`config.mk`:
```
export PLATFORM = sky130hd
export DESIGN_NAME = seven_segment_scanner
export DESIGN_NICKNAME = d
export VERILOG_FILES = /design/src/rtl/seven_segment_scanner.sv
export SDC_FILE = /design/constraint.sdc
export NUM_CORES = 1
export LEC_CHECK = 0
export ABC_AREA = 1
export CAP_MARGIN = 20
export CORE_UTILIZATION = 48
export DETAILED_ROUTE_END_ITERATION = 7
export HOLD_SLACK_MARGIN = 0.06
export PLACE_DENSITY_LB_ADDON = 0.15
export RECOVER_POWER = 50
export SYNTH_ARGS = -nofsm -noshare
export SYNTH_HDL_FRONTEND = slang
export SYNTH_SLANG_ARGS = --single-unit
```
`constraint.sdc`:
```
create_clock -name clk -period 1.7 [get_ports clk]
set_input_delay 0.34 -clock clk [delete_from_list [all_inputs] [get_ports clk]]
set_output_delay 0.34 -clock clk [all_outputs]
set_load 0.01 [all_outputs]
```
`src/rtl/seven_segment_scanner.sv`:
```
// Time-multiplexed BCD display scanner with a frame-synchronous double-buffered word
// and a valid/ready write port; emits one-hot digit codes and active-low anodes.
module seven_segment_scanner #(
  parameter int NUM_DIGITS = 4,
  parameter int DIV        = 100000
) (
  input  logic                          clk,
  input  logic                          rst,
  input  logic                          enable,
  input  logic                          blank_lz,
  input  logic                          wr_valid,
  output logic                          wr_ready,
  input  logic [4*NUM_DIGITS-1:0]       wr_data,
  output logic [9:0]                    digit_onehot,
  output logic [NUM_DIGITS-1:0]         anode_n,
  output logic [$clog2(NUM_DIGITS)-1:0] digit_idx,
  output logic                          frame_tick,
  output logic                          bcd_err
);

  localparam int PW = (DIV > 1) ? $clog2(DIV) : 1;
  localparam int IW = $clog2(NUM_DIGITS);
  localparam logic [PW-1:0] PRE_LAST = PW'(DIV - 1);
  localparam logic [IW-1:0] IDX_LAST = IW'(NUM_DIGITS - 1);

  logic [PW-1:0]           prescaler;
  logic [IW-1:0]           index;
  logic [4*NUM_DIGITS-1:0] active;
  logic [4*NUM_DIGITS-1:0] shadow;
  logic                    pending;
  logic                    err_q;

  logic                    slot_end;
  logic                    tick;
  logic                    wr_fire;
  logic                    word_err;
  logic                    all_zero;
  logic [NUM_DIGITS-1:0]   lead_zero;
  logic [3:0]              cur;
  logic                    cur_blank;

  assign slot_end   = enable && (prescaler == PRE_LAST);
  assign tick       = slot_end && (index == IDX_LAST);
  assign wr_ready   = ~pending;
  assign wr_fire    = wr_valid & ~pending;
  assign digit_idx  = index;
  assign frame_tick = tick;
  assign bcd_err    = err_q;

  always_comb begin
    word_err = 1'b0;
    for (int i = 0; i < NUM_DIGITS; i++) begin
      if (wr_data[i*4 +: 4] > 4'd9) word_err = 1'b1;
    end
  end

  // lead_zero[i] is set when digit i and every digit above it are zero
  always_comb begin
    all_zero  = 1'b1;
    lead_zero = '0;
    for (int i = NUM_DIGITS - 1; i >= 0; i--) begin
      all_zero     = all_zero & (active[i*4 +: 4] == 4'd0);
      lead_zero[i] = all_zero;
    end
  end

  assign cur       = active[{index, 2'b00} +: 4];
  assign cur_blank = (cur > 4'd9) || (blank_lz && (index != '0) && lead_zero[index]);

  always_comb begin
    anode_n      = '1;
    digit_onehot = '0;
    if (enable) begin
      anode_n = ~(NUM_DIGITS'(1) << index);
      if (!cur_blank) digit_onehot = 10'(1) << cur;
    end
  end

  // Commit and accept are exclusive because both key off the registered pending flag
  always_ff @(posedge clk) begin
    if (rst) begin
      prescaler <= '0;
      index     <= '0;
      active    <= '0;
      shadow    <= '0;
      pending   <= 1'b0;
      err_q     <= 1'b0;
    end else begin
      if (enable) begin
        if (slot_end) begin
          prescaler <= '0;
          index     <= (index == IDX_LAST) ? '0 : index + 1'b1;
        end else begin
          prescaler <= prescaler + 1'b1;
        end
      end else begin
        prescaler <= '0;
        index     <= '0;
      end

      if (pending && (!enable || tick)) begin
        active  <= shadow;
        pending <= 1'b0;
      end else if (wr_fire) begin
        shadow  <= wr_data;
        pending <= 1'b1;
        err_q   <= word_err;
      end
    end
  end

endmodule
```
-- After elaboration in Yosys (flattened, before gate mapping)
Index checks and enable logic that the tools add are counted.
- register bits: 53
- logic and storage cells: 54
- bits of input ports: 21
- output and inout bits: 19
- add/sub/neg operators: 2
- reduce and logical (&&, ||, !) cells: 17
- bitwise operators: 8
- eq/ne operators: 2
- order comparisons: 6
- shift operators: 3
- muxes and demuxes: 10
- operators with widths (operator ; count):
    greater-than comparator 4 bit (second input constant) ; 5
    2-to-1 mux 10 bit ; 2
    adder 17 x 1 -> 17 bit (second input constant) ; 1
    equality test 17 bit (second input constant) ; 1
    zero test 4 bit ; 4
    variable part select 16 x 5 -> 4 bit ; 1
    left shift 1 x 4 -> 10 bit (first input constant) ; 1
    logical AND 1 bit ; 5
    2-to-1 mux 1 bit ; 5
    bitwise AND 1 bit ; 4
    2-to-1 mux 4 bit ; 1
    inverter 4 bit ; 1
    OR reduction 2 bit ; 2
    left shift 1 x 2 -> 4 bit (first input constant) ; 1
    less-than comparator 2 x 3 -> 1 bit (second input constant) ; 1
    inverter 1 bit ; 3
    OR reduction 3 bit ; 1
    adder 2 x 1 -> 2 bit (second input constant) ; 1
    binary-select mux 1 bit (select 2 bit) ; 1
    equality test 2 bit (second input constant) ; 1
    logical OR 1 bit ; 2
    2-to-1 mux 2 bit ; 1
    AND reduction 2 bit ; 1
    nonzero test 2 bit ; 1
    zero test 1 bit ; 1

-- Longest topological paths before layout
- depth after elaboration: 10
- mapped depth: 11
- mapped depth without buffers: 10

-- Worst setup path after synthesis
No wires, ideal clock.
- path kind: flip-flop to output port
- start point: reg index[1], in the netlist digit_idx[1]
- end point: out digit_onehot[0]
- arrival time: 1.474 ns
- cell stages (with the launch flop): 8
- path slack: -0.114 ns
- required time: 1.360 ns
- cell sequence: dfxtp_1 > clkinv_1 > ha_1 > nand3b_1 > nor3_1 > nand3_1 > nand3_1 > nor2_1
- longest elaborated chain between the ends: 6
- elaborated cells between the ends (all ways): 11
- classes of those cells: order compare: 1; shift: 2; mux: 4; reduce/logical: 4
- ends and longest elaborated chain (item ; line ; source):
    from (decl) ; 27 ; logic [IW-1:0] index;
    from (signal assigned) ; 92 ; index <= (index == IDX_LAST) ? '0 : index + 1'b1;
    parallel branches: the longest is 4 deep, another holds greater-than comparator 4 bit ; -- ;
    2-to-1 mux 10 bit (*) ; 75 ; if (!cur_blank) digit_onehot = 10'(1) << cur;
    2-to-1 mux 10 bit (*) ; 73 ; if (enable) begin
    to (decl) ; 14 ; output logic [9:0] digit_onehot,
Mark *: on every way between the ends. The select of a mux whose other input is x is not followed.

-- Worst setup path after layout
- start point: reg index[0], in the netlist digit_idx[0]
- end point: out digit_onehot[0]
The elaborated chain is that of the path after synthesis.

==> impl_metrics.toml <==
[timing]
period_minus_slack_ns = 2.23
finalMaxSlewViolations = 0
rsz0062_at_grt = "true"
tightestPinTransition_ns = 0.570
finalHoldViolations = 0
fin_crit_sh = 1.31
finClkSkew_ns = 0.00539
setup_ws_ns = -0.526
relSlewSlack = 0.620
hold_ws_ns = 0.465
max_freq_mhz = 449
finalSetupViolations = 17

[global_route]
antenna_found_initial = 0
grt_pass1_vias = 2233
grt_pass1_wl_um = 9920
grt_max_degree = 35
grt_usage = 0.225
overflow = 0

[floorplan]
die_width_um = 75.9
pin_count = 40
start_util = 0.507
core_area_um2 = 5170
row_count = 26
die-area_um2 = 5760
die_h_um = 75.9

[worst_hold_path]
hp-class = "flip-flop to flip-flop"

[power_and_ir_drop]
vdd_drop_max_v = 0.000444
seqPwrFrac = 0.511
p_leak_nw = 1.57
p_sw_frac = 0.245
power_density_nw_per_um2 = 684
p_clk_frac = 0.335
power.switching_w = 0.000638
comb_power_share = 0.153
internal_power_w = 0.00197

[setup_path]
end_kind = "primary output"
startpoint_type = "flip-flop"
cp_max_fo = 6
arrival_ns = 1.89
worstPathRequired_ns = 1.36
crit_type = "flip-flop to primary output"

[layout]
area_delta_synth_final_pct = 45.3
diodes = 0
final_common_cell = "nand2_1"
final_cell_mix = "nand2_1, buf_4, nor2_1, dfxtp_1, a21oi_1"
drive_gt1_frac = 0.321
fin_nets = 492
num-fill-cells = 408

[status]
status = "finished, violations left"
violations = "setup timing"

[clocking]
htreeDepth = 2
cts_hold_buf = 0
cts_max_path_buffers = 2
tritoncts = "yes"
clkSinkCount = 53
cts.clk_slew.worst_paths_ns = 0.09
numCtsBuffers = 5
worstSkewPairLatency_ns = 0.30
cts_root_buf = "clkbuf_8"

[place]
dp_slack_ns = -0.595
place.gp.congestion = 0.833
dp_hpwl_um = 4360
port_buffers = 39

[drt]
ant_nets = 0
via_count = 2683
wl_per_cell_um = 12.3
wirelength_um = 6610
drt_iter0_markers = 201
vias_per_cell = 5.00
remaining_drc_errors = 0
first_pass_iters = 4

[logic_synthesis]
yosys.area.top_type = "dfxtp_1"
syn-instance-count = 371
syn-num-nets = 397
synth.cell_area_um2 = 2620
ys_types = 34
yosys_register_bits = 53
synth.area.top_cells = "dfxtp_1, nand2_1, a21oi_1"
yosysWarnings = 0
synth_top_area_share = 0.405
syn_avg_cell_area_um2 = 7.06
ys_seq_area_frac = 0.405

[flow_run]
drv_cap = 0
-- state kept, by name (all words and copies together), names as in the netlist --
register,count
prescaler,17
bcd_err,1
shadow,16
active,16
digit_idx,2
pending,1
-- final timing paths --
| path | start | to | slack [ns] | depth (start not counted) |
|---|---|---|---|---|
| worst max-delay path | digit_idx[0]$_SDFFE_PP0P_ | digit_onehot[0] | -0.53 | 9 |
| worst min-delay path | shadow[10]$_SDFFE_PP0P_ | shadow[10]$_SDFFE_PP0P_ | 0.46 | 2 |
| worst max register to register | prescaler[0]$_SDFF_PP0_ | active[4]$_SDFFE_PP0P_ | -0.04 | 12 |
| worst min register to register | shadow[10]$_SDFFE_PP0P_ | shadow[10]$_SDFFE_PP0P_ | 0.46 | 2 |
-- final cells by class --
type                       instances  area, um2  area share
multi-input combinational        264       1480       0.388
sequential                        53       1070       0.282
timing repair buffer             105        903       0.237
inverter                          37        145      0.0381
tap                               70       87.6      0.0230
clock buffer                       6       82.6      0.0217
clock inverter                     2       37.5     0.00986
-- cells in the mapped netlist --
cell type	number
a211oi_1	1
or2_2	1
nand3_1	31
and2_1	1
nand3b_1	2
nor3_1	6
dfxtp_1	53
xor2_1	3
nand2_2	2
or3_1	1
clkinv_1	1
o21bai_1	1
a21oi_1	42
and3_1	1
a31oi_1	1
nor2_2	2
o22ai_1	1
buf_2	3
o211ai_1	1
clkbuf_1	5
o21ai_0	30
buf_4	2
nor4_1	3
buf_6	7
nand4_1	1
a21oi_2	3
nand3_2	4
nor3b_1	1
nor2_1	56
nand2_4	1
nand2_1	63
inv_1	35
clkinv_2	1
ha_1	5
-- layer usage --
metal	share of wire	track usage	up-vias
met2	0.47	0.368	73
met5	0	0	-
met3	0.054	0.0370	6
li1	-	-	1403
met1	0.46	0.314	1201
met4	0.0068	0.0453	0
-- power by group through the flow --
stage                     Combinational, W  Sequential (W)  Clock, W
after CTS                         0.000370         0.00133  0.000891
after global routing              0.000446         0.00134  0.000949
after detailed placement          0.000365         0.00136         0
after floorplan                   0.000228         0.00135         0
final                             0.000399         0.00133  0.000873
after global placement            0.000358         0.00136         0
-- worst max-delay path: stages, from the launching register on --
cell and delay (ns):
dfxtp_4 0.38, clkinvlp_4 0.15, buf_6 0.16, ha_4 0.15
nand3b_1 0.17, nor3_2 0.12, nand3_1 0.14, nand3_2 0.14
nor2_2 0.05, buf_2 0.13
-- metrics by stage --
step                cells  setup TNS, ns  area (um2)  utilization  power (W)
floorplan             371              0        2630            -    0.00158
global placement      512         -10.93        3400        0.657    0.00172
detailed placement    512         -13.86        3400        0.657    0.00173
CTS                   532          -3.53        3660        0.707    0.00259
global route          537          -7.82        3810        0.736    0.00273
finish                537          -4.43        3810        0.736    0.00260
-- logic make-up after synthesis --
logic type               share of synthesized area
AO/OA/AOI/OAI                                0.161
AND/OR/NAND/NOR                              0.298
adder cells (fa/ha/maj)                     0.0239
flip-flops                                   0.405
buffers and inverters                        0.102
XOR/XNOR                                    0.0100
-- what timing repair did --
action | CTS | global route
hold endpoints to repair | 0 | 0
resized for setup | 93 | 34
endpoints found under the setup margin | 32 | 37
cloned | 0 | 2
pin swaps | 14 | 17
setup buffers | 12 | 4
Power figures use the tool's default switching activity.
